`config.mk`:
```
export PLATFORM = sky130hd
export DESIGN_NAME = load_store_unit
export DESIGN_NICKNAME = d
export VERILOG_FILES = /design/src/rtl/load_store_unit.sv
export SDC_FILE = /design/constraint.sdc
export NUM_CORES = 1
export LEC_CHECK = 0
export ABC_AREA = 0
export BUFFER_PORTS_ARGS = -buffer_cell sky130_fd_sc_hd__buf_2
export CORE_MARGIN = 4
export CORE_UTILIZATION = 55
export CTS_CLUSTER_SIZE = 8
export DETAILED_ROUTE_END_ITERATION = 10
export HOLD_SLACK_MARGIN = 0.03
export MAX_ROUTING_LAYER = met4
export PLACE_DENSITY = 0.91
export SETUP_SLACK_MARGIN = 0.3
export SYNTH_ARGS = -nofsm -noshare
export SYNTH_HDL_FRONTEND = slang
export SYNTH_SLANG_ARGS = --single-unit
export TNS_END_PERCENT = 100
```
`constraint.sdc`:
```
create_clock -name clk -period 13.5 [get_ports clk]
set_input_delay 0.675 -clock clk [delete_from_list [all_inputs] [get_ports clk]]
set_output_delay 0.675 -clock clk [all_outputs]
set_load 0.01 [all_outputs]
```
`src/rtl/load_store_unit.sv`:
```
// load_store_unit: MEM-stage load/store unit (valid/ready request in; registered load rsp and exc pulse out; FIFO store buffer draining to a masked-write dmem port; sb_empty for fence)
module load_store_unit #(
  parameter int SB_DEPTH = 2
) (
  input  logic        clk,
  input  logic        rst_n,
  input  logic        req_valid,
  output logic        req_ready,
  input  logic        req_is_store,
  input  logic [2:0]  req_funct3,
  input  logic [31:0] req_addr,
  input  logic [31:0] req_wdata,
  input  logic [4:0]  req_rd,
  output logic        rsp_valid,
  output logic [31:0] rsp_data,
  output logic [4:0]  rsp_rd,
  output logic        exc_valid,
  output logic        exc_cause,
  output logic [31:0] exc_addr,
  output logic        sb_empty,
  output logic [31:0] dmem_address,
  output logic [31:0] dmem_write_data,
  output logic        dmem_write_enable,
  output logic [3:0]  dmem_write_mask,
  input  logic [31:0] dmem_read_data
);
  localparam int AW = $clog2(SB_DEPTH);
  logic [31:0] sb_addr [SB_DEPTH];
  logic [31:0] sb_data [SB_DEPTH];
  logic [3:0]  sb_mask [SB_DEPTH];
  logic [SB_DEPTH-1:0] sb_v;
  logic [AW-1:0] wr_ptr, rd_ptr;
  logic [AW:0] count;
  logic illegal, misaligned, exc, full, conflict, load_acc, store_acc, drain;
  logic [31:0] ext;
  always_comb begin
    illegal = req_is_store ? req_funct3[2] | (&req_funct3[1:0]) : req_funct3[1] & (req_funct3[0] | req_funct3[2]);
    misaligned = (req_funct3[1:0] == 2'b01 & req_addr[0]) | (req_funct3[1:0] == 2'b10 & |req_addr[1:0]);
    exc = illegal | misaligned;
    full = count == (AW+1)'(SB_DEPTH);
    sb_empty = count == '0;
    conflict = 1'b0;
    for (int i = 0; i < SB_DEPTH; i++) conflict = conflict | (sb_v[i] & (sb_addr[i][31:2] == req_addr[31:2]));
    req_ready = exc | (req_is_store ? !full : !conflict);
    load_acc = req_valid & !req_is_store & !exc & !conflict;
    store_acc = req_valid & req_is_store & !exc & !full;
    drain = rst_n & !load_acc & !sb_empty;
    dmem_address = load_acc ? req_addr : drain ? sb_addr[rd_ptr] : '0;
    dmem_write_data = drain ? sb_data[rd_ptr] : '0;
    dmem_write_mask = drain ? sb_mask[rd_ptr] : '0;
    dmem_write_enable = drain;
    ext = req_funct3[1] ? dmem_read_data :
          req_funct3[0] ? {{16{~req_funct3[2] & dmem_read_data[15]}}, dmem_read_data[15:0]} :
                          {{24{~req_funct3[2] & dmem_read_data[7]}}, dmem_read_data[7:0]};
  end
  always_ff @(posedge clk) begin
    if (!rst_n) begin
      sb_v <= '0;
      wr_ptr <= '0;
      rd_ptr <= '0;
      count <= '0;
      rsp_valid <= 1'b0;
      rsp_data <= '0;
      rsp_rd <= '0;
      exc_valid <= 1'b0;
      exc_cause <= 1'b0;
      exc_addr <= '0;
    end else begin
      if (store_acc) begin
        sb_addr[wr_ptr] <= req_addr;
        sb_data[wr_ptr] <= req_wdata;
        sb_mask[wr_ptr] <= req_funct3[1] ? 4'b1111 : req_funct3[0] ? 4'b0011 : 4'b0001;
        sb_v[wr_ptr] <= 1'b1;
        wr_ptr <= wr_ptr + 1'b1;
      end
      if (drain) begin
        sb_v[rd_ptr] <= 1'b0;
        rd_ptr <= rd_ptr + 1'b1;
      end
      count <= count + (AW+1)'(store_acc) - (AW+1)'(drain);
      rsp_valid <= load_acc;
      if (load_acc) begin
        rsp_data <= ext;
        rsp_rd <= req_rd;
      end
      exc_valid <= req_valid & exc;
      if (req_valid & exc) begin
        exc_cause <= illegal;
        exc_addr <= req_addr;
      end
    end
  end
endmodule
```
==> results of run 1 <==
[synthesized netlist by cell type]
cell	number	share of area, %
or2_0	1	0.067
nor2_1	45	1.8
clkbuf_1	42	1.7
nor4_4	1	0.23
nor2_2	2	0.13
and2_1	3	0.20
mux2i_1	67	7.2
a21oi_1	80	4.3
o31ai_2	28	3.8
a22o_4	1	0.19
a221oi_2	1	0.16
o211a_1	15	1.6
buf_2	7	0.38
buf_6	5	0.60
buf_1	2	0.080
xor2_1	1	0.094
o21ai_0	17	0.91
xnor2_1	62	5.8
o31ai_4	3	0.68
a311oi_1	2	0.19
o31ai_1	1	0.080
o21ai_4	1	0.17
a22oi_2	1	0.13
nand2_1	68	2.7
or2_2	1	0.067
nand4_1	15	1.0
a211oi_2	9	1.2
nor4_2	4	0.54
inv_1	4	0.16
inv_2	1	0.040
o21ai_1	2	0.11
and3_1	1	0.067
ha_1	2	0.27
o221ai_1	1	0.094
nand3_1	64	3.4
edfxtp_1	132	42
nor3_1	3	0.16
nor4b_1	1	0.094
dfxtp_1	79	17
buf_4	2	0.16
[how the worst max path moves through the flow]
stage                             start                to
after floorplan             req_addr[0]     sb_addr[0][0]
after global placement      req_addr[0]  dmem_address[12]
after detailed placement    req_addr[0]   dmem_address[1]
after CTS                   req_addr[0]   dmem_address[1]
after global routing      req_funct3[1]   dmem_address[1]
final                       req_addr[0]   dmem_address[1]
[cell families (layout without fill, tap and decap cells)]
| group | after synthesis | after routing | synth area share [%] |
|---|---|---|---|
| AO/OA/AOI/OAI | 162 | 162 | 13.58 |
| XOR/XNOR | 63 | 63 | 5.912 |
| adder cells (fa/ha/maj) | 2 | 2 | 0.2681 |
| buffers and inverters | 63 | 320 | 3.110 |
| flip-flops | 211 | 211 | 59.41 |
| multiplexers | 67 | 67 | 7.185 |
| AND/OR/NAND/NOR | 209 | 209 | 10.54 |
[power groups by stage]
stage	clock (W)	combinational, W	sequential, W
floorplan	0	0.000256	0.000737
global placement	0	0.000382	0.000734
detailed placement	0	0.000390	0.000735
CTS	0.000684	0.000392	0.000723
global route	0.000722	0.000420	0.000725
finish	0.000675	0.000390	0.000723
[worst max-delay path: stages]
cell	delay, ps
buf_2	150
nor4_2	360
o21ai_1	200
or2_0	550
nor2_4	780
buf_4	570
o31ai_2	120
buf_2	160
[sequential cells by signal, summed over array words and instances, names as in the netlist, named ones only]
signal,cells
count,2
exc_addr,32
exc_cause,1
exc_valid,1
rd_ptr,1
rsp_data,32
rsp_rd,5
rsp_valid,1
sb_addr,64
sb_data,64
sb_mask,4
sb_v,2
wr_ptr,1
[layout make-up]
class,instances,area (µm²),area share [%]
Sequential cell,211,5549,47.94
Tap cell,220,275.3,2.378
Clock buffer,52,854.6,7.383
Inverter,5,18.77,0.1621
Multi-Input combinational cell,503,3531,30.50
Clock inverter,1,7.507,0.06486
Timing Repair Buffer,262,1339,11.57
[per-stage QoR]
step                util, %  std cells
floorplan                 -        777
global route          69.80       1254
detailed placement    64.57       1200
finish                69.80       1254
global placement      64.57       1200
CTS                   69.77       1253
[per-layer routing]
| metal | global-route usage (%) | vias to the layer above | wire length [µm] |
|---|---|---|---|
| met4 | 8.372 | 0 | 734 |
| met1 | 32.75 | 3494 | 9908 |
| met5 | - | - | 0 |
| met2 | 42.01 | 320 | 12150 |
| li1 | - | 3322 | - |
| met3 | 5.939 | 61 | 2018 |
==> metrics.csv, run 1 <==
stage;metric;value;unit
sta;final worst-path cycle share;31.78;%
power;Peak VDD IR;0.1005;mV
global_route;largest net degree at the start of global routing;67;
clock_tree;TritonCTS clock tree;built;
power;switch share;27.85;%
synth;FF+latch count, synth;211;
synth;Synth cell types;40;
clock_tree;root buffer cell;clkbuf_16;
drt;vias per cell;5.739;
worst_hold_path;Hold Startpoint;req_wdata[8];
sta;clk_skew;19.36;ps
clock_tree;Clock Path Buffers;3;
floorplanning;row count;47;
sta;final hold vios;0;
global_route;vias in the first global route;7461;
worst_hold_path;hold path endpoint;sb_data[0][8];
floorplanning;Die Y;138.3;µm
sta;number of setup violations in the final report;0;
placed_design;Area after DPL;10710;µm²
worst_hold_path;Worst Hold Depth;1;
placed_design;PortBufs;250;
drt;Routed WL;24.82;mm
power;Reg power frac;40.5;%
placed_design;Setup WS pre-CTS;9229;ps
drt;via count;7197;
placed_design;Final HPWL DP;16.50;mm
clock_tree;clock sink total;211;
setup_path;Crit path arrival time;3620;ps
sta;RSZ-0062 raised after global routing;false;
sta;slew margin rel.;21.23;%
power;Leak;4.608;nW
clock_tree;CTS Hold Bufs;0;
setup_path;CP startpoint kind;input pin;
layout;Area growth, synth to finish;24.01;%
setup_path;register-to-register path setup slack;10390;ps
setup_path;CP Capture Type;output pin;
power;Pwr per Cell Area;154.5;nW/µm²
sta;Max Transition Viols Final;0;
setup_path;RR Startpoint;sb_addr[0][27];
clock_tree;cts bufs inserted;30;
synth;synthesized net count;887;
power;clock power share;37.8;%
layout;commonest non-fill, non-tap cell in the layout;buf_2;
synth;mean post-synth cell area;12.01;µm²
drt;Starting DRT DRC Count;551;
outcome;status;finished clean;
layout;# diodes;0;
sta;min Tclk post-route;4290;ps
sta;Max Freq;233.1;MHz
drt;Wirelength per Cell;19.79;µm
clock_tree;clock slew at reported path FFs;50;ps
drt;remaining antenna violation count;0;
global_route;initial antenna violation count;0;
sta;Final WS setup;9210;ps
floorplanning;IO Pins;251;
sta;setup_tns;0;ps
global_route;Congestion Overflow GR;0;
synth;Mapped Area;9334;µm²
power;Int Pwr;0.001290;W
worst_hold_path;hold crit path type;input pin to flop;
global_route;overall fraction of global-route tracks in use;25.98;%
power;NetSw;0.0004981;W
clock_tree;Post-CTS Setup Bufs;0;
synth;Post-Syn Instances;777;
power;total power draw;0.001788;W
layout;most frequent cells in the layout;250 x buf_2, 132 x edfxtp_1, 80 x a21oi_1, 78 x dfxtp_1, 68 x nand2_1;
synth;YS warnings;0;
setup_path;Crit Path Category;input pin to output pin;
floorplanning;Core ar.;16580;µm²
global_route;global-route wire length before repair;39.46;mm
clock_tree;CTS H-tree depth;1;
floorplanning;die width;138.3;µm
clock_tree;Skew-Pair Late Insertion Delay;520;ps
setup_path;Worst R2R Path Depth;11;
floorplanning;Starting Density;56.28;%
drt;1st-pass router iterations;5;
layout;design area;11570;µm²
setup_path;Worst Path Required;12820;ps
run;max-cap viol count;0;
setup_path;Max Fanout on Critical Path;29;
clock_tree;post-cts sizing count;0;
placed_design;GPL Wtd Cong;0.8444;
sta;Fin Hold WS;345.9;ps
synth;sequential area share after synthesis;59.41;%
floorplanning;Die ar.;19120;µm²
drt;Residual DRC;0;
layout;nets@finish;1123;
layout;Fillers;1191;
layout;layout cells sized above 1;34.04;%
sta;measured slew at the worst slew-check pin;1182;ps
power;Gate power share;21.8;%
setup_path;reg2reg end;count[1];
No activity file was read; power rests on OpenSTA's default activity.
==> inputs of run 2 (changes only) <==
--- a/config.mk
+++ b/config.mk
@@ -8,12 +8,12 @@
 export ABC_AREA = 0
 export BUFFER_PORTS_ARGS = -buffer_cell sky130_fd_sc_hd__buf_2
 export CORE_MARGIN = 4
-export CORE_UTILIZATION = 55
+export CORE_UTILIZATION = 48
 export CTS_CLUSTER_SIZE = 8
 export DETAILED_ROUTE_END_ITERATION = 10
 export HOLD_SLACK_MARGIN = 0.03
 export MAX_ROUTING_LAYER = met4
-export PLACE_DENSITY = 0.91
+export PLACE_DENSITY = 0.85
 export SETUP_SLACK_MARGIN = 0.3
 export SYNTH_ARGS = -nofsm -noshare
 export SYNTH_HDL_FRONTEND = slang
==> constraint.sdc (replaced) <==
create_clock -name clk -period 3.7 [get_ports clk]
set_input_delay 0.185 -clock clk [delete_from_list [all_inputs] [get_ports clk]]
set_output_delay 0.185 -clock clk [all_outputs]
set_load 0.01 [all_outputs]
==> run 2 against run 1 <==
Total power grew to 3.7 times the previous value. Combinational power grew to 3.6 times the previous value. Final cell count grew 13%. Routed wire length rose by 14%. Highest routed layer unchanged.
==> metrics.csv, run 2 (synthesis results as in run 1) <==
stage;metric;value;unit
outcome;status;finished clean;
setup_path;Worst Path Required;3510;ps
floorplanning;IO Pins;251;
global_route;initial antenna violation count;0;
placed_design;GPL Wtd Cong;0.8253;
drt;Wirelength per Cell;20.03;µm
floorplanning;row count;50;
setup_path;Crit Path Category;flop to output pin;
setup_path;Crit path arrival time;3170;ps
layout;largest registers;sb_addr (64), sb_data (64);
drt;1st-pass router iterations;5;
sta;number of setup violations in the final report;0;
sta;RSZ-0062 raised after global routing;true;
setup_path;CP Capture Type;output pin;
sta;setup_tns;0;ps
drt;Residual DRC;0;
layout;register area;5549;µm²
layout;Core Util, Final;67.94;%
run;max-cap viol count;0;
clock_tree;clock slew at reported path FFs;50;ps
floorplanning;Core ar.;18890;µm²
clock_tree;root buffer cell;clkbuf_16;
sta;measured slew at the worst slew-check pin;1211;ps
drt;Routed WL;28.30;mm
power;Reg power frac;41.8;%
sta;clk_skew;19.76;ps
drt;Starting DRT DRC Count;626;
layout;most frequent cells in the layout;250 x buf_2, 132 x edfxtp_1, 100 x dlygate4sd3_1, 80 x a21oi_1, 78 x dfxtp_1;
layout;nets@finish;1242;
floorplanning;Die ar.;21740;µm²
power;switch share;28.36;%
layout;layout cells sized above 1;32.18;%
power;Leak;5.167;nW
global_route;overall fraction of global-route tracks in use;25.19;%
clock_tree;Skew-Pair Late Insertion Delay;530;ps
placed_design;Final HPWL DP;16.86;mm
placed_design;Area after DPL;10810;µm²
placed_design;PortBufs;250;
power;NetSw;0.001894;W
sta;Fin Hold WS;61.88;ps
sta;slew margin rel.;18.15;%
floorplanning;die width;147.4;µm
sta;min Tclk post-route;3360;ps
drt;vias per cell;5.531;
layout;design area;12840;µm²
drt;via count;7815;
power;Int Pwr;0.004785;W
setup_path;CP startpoint kind;flop;
layout;commonest non-fill, non-tap cell in the layout;buf_2;
clock_tree;cts bufs inserted;30;
sta;Max Transition Viols Final;0;
power;clock power share;37.3;%
drt;remaining antenna violation count;0;
clock_tree;Clock Path Buffers;3;
sta;final hold vios;0;
setup_path;slowest CP cell;nor4_4;
setup_path;Critical Path, Cell by Cell;xnor2_1 > nand4_1 > nor4_4 > a22o_4 > nor2_4 > buf_12 > buf_4 > o31ai_2 > buf_2;
clock_tree;CTS H-tree depth;1;
setup_path;Critical Path Max Stage Delay;490;ps
worst_hold_path;hold crit path type;input pin to flop;
setup_path;register-to-register path setup slack;770;ps
layout;Area growth, synth to finish;37.52;%
clock_tree;clock sink total;211;
layout;Fillers;1333;
power;Peak VDD IR;0.3727;mV
layout;Multi-input gate area;3593;µm²
power;Pwr per Cell Area;520.3;nW/µm²
floorplanning;Die Y;147.4;µm
clock_tree;TritonCTS clock tree;built;
global_route;global-route wire length before repair;42.79;mm
setup_path;Worst R2R Path Depth;12;
global_route;largest net degree at the start of global routing;62;
worst_hold_path;Worst Hold Depth;3;
sta;final worst-path cycle share;90.81;%
floorplanning;Starting Density;49.40;%
global_route;Congestion Overflow GR;0;
sta;Max Freq;297.6;MHz
layout;# diodes;0;
setup_path;Max Fanout on Critical Path;20;
power;Gate power share;20.9;%
global_route;vias in the first global route;7771;
-- run 2: area by class of cell --
type / count / share of cell area, %
Clock buffer: 52 / 6.658
Multi-Input combinational cell: 506 / 27.99
Clock inverter: 1 / 0.05849
Sequential cell: 211 / 43.23
Timing Repair Buffer: 378 / 19.38
Inverter: 5 / 0.1462
Tap cell: 260 / 2.534
-- run 2: worst max-delay path, delay by kind of cell (launching register included) --
kind,cells,cell delay [ps]
AND/OR/NAND/NOR,3,740
XOR/XNOR,1,330
buffers and inverters,3,590
flip-flops,1,420
AO/OA/AOI/OAI,2,530
-- run 2: metal layers --
layer | share of wire [%] | track usage, % | vias to the layer above
met4 | 2.4 | 6.710 | 0
met1 | 41 | 32.50 | 3780
li1 | - | - | 3574
met2 | 50 | 41.82 | 408
met5 | 0 | - | -
met3 | 7.4 | 4.047 | 53
-- run 2: per-stage QoR --
stage          total power (W)  worst slack [ps]  std cells
6_report              0.006679             340.2       1413
3_5_place_dp          0.004117             485.4       1245
2_1_floorplan         0.003622             691.6        777
3_3_place_gp          0.004089             584.2       1245
4_1_cts               0.006689             300.5       1399
5_1_grt               0.006946             234.6       1413
-- run 2: power by group through the flow --
stage	sequential, W	combinational, W	clock, W
floorplan	0.00269	0.000936	0
global placement	0.00283	0.00126	0
detailed placement	0.00284	0.00128	0
CTS	0.00279	0.00136	0.00253
global route	0.00281	0.00149	0.00265
finish	0.00279	0.00139	0.00249
-- run 2: path summary, 6_finish.rpt --
path / from / to
max: sb_addr[1][28] / dmem_address[27]
min: dmem_read_data[27] / rsp_data[27]
max reg2reg: sb_addr[1][28] / count[1]
min reg2reg: exc_addr[24] / exc_addr[24]
-- run 2: what timing repair did --
item	in CTS	in global routing
hold endpoints to repair	195	0
hold buffers	100	0
endpoints found under the setup margin	20	55
pin swaps	1	3
resized for setup	1	3
cloned	1	2
buffers inserted	0	12
==> inputs of run 3 (changes only) <==
--- a/config.mk
+++ b/config.mk
@@ -7,13 +7,15 @@
 export LEC_CHECK = 0
 export ABC_AREA = 0
 export BUFFER_PORTS_ARGS = -buffer_cell sky130_fd_sc_hd__buf_2
+export CELL_PAD_IN_SITES_DETAIL_PLACEMENT = 0
+export CELL_PAD_IN_SITES_GLOBAL_PLACEMENT = 1
 export CORE_MARGIN = 4
-export CORE_UTILIZATION = 48
+export CORE_UTILIZATION = 37
 export CTS_CLUSTER_SIZE = 8
 export DETAILED_ROUTE_END_ITERATION = 10
 export HOLD_SLACK_MARGIN = 0.03
 export MAX_ROUTING_LAYER = met4
-export PLACE_DENSITY = 0.85
+export PLACE_DENSITY = 0.84
 export SETUP_SLACK_MARGIN = 0.3
 export SYNTH_ARGS = -nofsm -noshare
 export SYNTH_HDL_FRONTEND = slang
==> run 3 against run 2 <==
Combinational power rose by 3%. Register-to-register slack improved by 330 ps. Global-route usage fell by 5.5 points. Fmax rose by 3.1%. Worst hold slack got worse by 15 ps. Clock skew fell by 3.0 ps. Non-clock buffer count fell by 12. Clock power rose by 2%. Count of clock-buffer cells in the layout fell by 1.
==> metrics.csv, run 3 (synthesis results as in run 1) <==
stage;metric;value;unit
outcome;status;finished clean;
power;Reg power frac;40.9;%
sta;number of setup violations in the final report;0;
setup_path;Crit Path Category;flop to output pin;
layout;nets@finish;1228;
power;switch share;28.42;%
sta;Final WS setup;441.5;ps
setup_path;CP startpoint kind;flop;
floorplanning;Starting Density;38.05;%
sta;Max Transition Viols Final;0;
layout;commonest non-fill, non-tap cell in the layout;buf_2;
global_route;overall fraction of global-route tracks in use;19.64;%
sta;measured slew at the worst slew-check pin;1033;ps
drt;vias per cell;5.109;
layout;Area growth, synth to finish;37.85;%
placed_design;Final HPWL DP;17.79;mm
global_route;global-route wire length before repair;42.92;mm
sta;Max Freq;306.9;MHz
power;Leak;5.105;nW
layout;largest registers;sb_addr (64), sb_data (64);
layout;Fillers;2132;
drt;Starting DRT DRC Count;405;
global_route;vias in the first global route;7500;
clock_tree;Clock Path Buffers;3;
clock_tree;root buffer cell;clkbuf_16;
drt;1st-pass router iterations;5;
power;Int Pwr;0.004816;W
sta;clk_skew;16.77;ps
global_route;Congestion Overflow GR;0;
power;Gate power share;21.3;%
placed_design;Setup WS pre-CTS;884.0;ps
setup_path;crit-path leading delay family;simple AND/OR/NAND/NOR gates;
drt;Routed WL;27.39;mm
sta;final hold vios;0;
setup_path;Max Fanout on Critical Path;37;
floorplanning;die width;166.8;µm
layout;layout cells sized above 1;31.43;%
drt;via count;7485;
drt;Wirelength per Cell;18.70;µm
power;Peak VDD IR;0.3111;mV
clock_tree;Skew-Pair Late Insertion Delay;540;ps
placed_design;PortBufs;250;
worst_hold_path;hold crit path type;input pin to flop;
run;max-cap viol count;0;
placed_design;GPL Wtd Cong;0.7624;
floorplanning;Die ar.;27830;µm²
clock_tree;cts bufs inserted;30;
clock_tree;CTS H-tree depth;1;
setup_path;Critical Path Max Stage Delay;410;ps
sta;Fin Hold WS;47.03;ps
floorplanning;Die Y;166.8;µm
clock_tree;clock slew at reported path FFs;50;ps
setup_path;Critical Path, Cell by Cell;xnor2_1 > nand4_1 > nor4_4 > a22o_4 > nor2_4 > buf_12 > o31ai_2 > buf_2;
setup_path;Worst Path Required;3510;ps
power;NetSw;0.001912;W
drt;Residual DRC;0;
floorplanning;Core ar.;24530;µm²
drt;remaining antenna violation count;0;
sta;slew margin rel.;30.78;%
sta;min Tclk post-route;3259;ps
floorplanning;IO Pins;251;
setup_path;CP Capture Type;output pin;
setup_path;slowest CP cell;nor4_4;
setup_path;Crit path arrival time;3070;ps
clock_tree;TritonCTS clock tree;built;
power;clock power share;37.8;%
floorplanning;row count;57;
layout;most frequent cells in the layout;250 x buf_2, 132 x edfxtp_1, 101 x dlygate4sd3_1, 80 x a21oi_1, 78 x dfxtp_1;
setup_path;worst path buffer plus inverter count;2;
sta;setup_tns;0;ps
clock_tree;clock sink total;211;
sta;RSZ-0062 raised after global routing;false;
sta;final worst-path cycle share;88.07;%
global_route;initial antenna violation count;2;
power;Pwr per Cell Area;522.9;nW/µm²
global_route;largest net degree at the start of global routing;67;
run 3: final cells by class:
class                      count  area, µm²  area share, %
sequential                   211       5549          43.13
multi-input combinational    504       3576          27.79
timing repair buffer         366       2437          18.94
clock buffer                  51      829.5          6.447
tap                          324      405.4          3.151
clock inverter                 2      46.29         0.3598
inverter                       5      18.77         0.1459
antenna                        2      5.005        0.03890
run 3: routing by layer:
metal	vias to the layer above	wire length (µm)	track usage (%)
met5	-	0	-
met4	0	598	4.909
met2	263	13030	30.72
li1	3538	-	-
met3	48	1751	3.247
met1	3636	12010	26.91
run 3: final timing paths:
| path | start | end | cells after the start | slack, ps |
|---|---|---|---|---|
| setup / recovery | sb_addr[0][9] | dmem_address[1] | 8 | 440 |
| hold / removal | dmem_read_data[27] | rsp_data[27] | 3 | 50 |
| setup reg to reg | sb_addr[0][9] | count[0] | 10 | 1100 |
| hold reg to reg | exc_addr[14] | exc_addr[14] | 2 | 450 |
run 3: worst reg2reg max path, delay by kind of cell (launching register included):
family / cells / cell delay [ps]
buffers and inverters: 2 / 150
and+or+nand+nor: 3 / 770
adders and majority gates: 2 / 450
xor gates and xnor gates: 1 / 300
DFF: 1 / 390
AOI/OAI and AO/OA: 2 / 430
run 3: timing repair:
item | CTS | global route
setup endpoints to repair | 1 | 28
endpoints found under the hold margin | 196 | 0
gates cloned | 0 | 1
hold buffers | 101 | 0
pin swaps | 0 | 3
setup buffers | 0 | 0
resized for setup | 1 | 3
run 3: power groups by stage:
| stage | clock network [W] | registers [W] | logic [W] |
|---|---|---|---|
| after floorplan | 0 | 0.00269 | 0.000936 |
| after global placement | 0 | 0.00280 | 0.00134 |
| after detailed placement | 0 | 0.00280 | 0.00135 |
| after CTS | 0.00261 | 0.00275 | 0.00144 |
| after global routing | 0.00272 | 0.00277 | 0.00155 |
| final | 0.00254 | 0.00275 | 0.00143 |
run 3: through the flow:
step	area [µm²]	power, W	util, %	cells
floorplan	9345	0.003622	-	777
global placement	10940	0.004137	44.58	1308
detailed placement	10940	0.004152	44.58	1308
CTS	12830	0.006800	52.31	1462
global route	12870	0.007038	52.45	1465
finish	12870	0.006728	52.45	1465
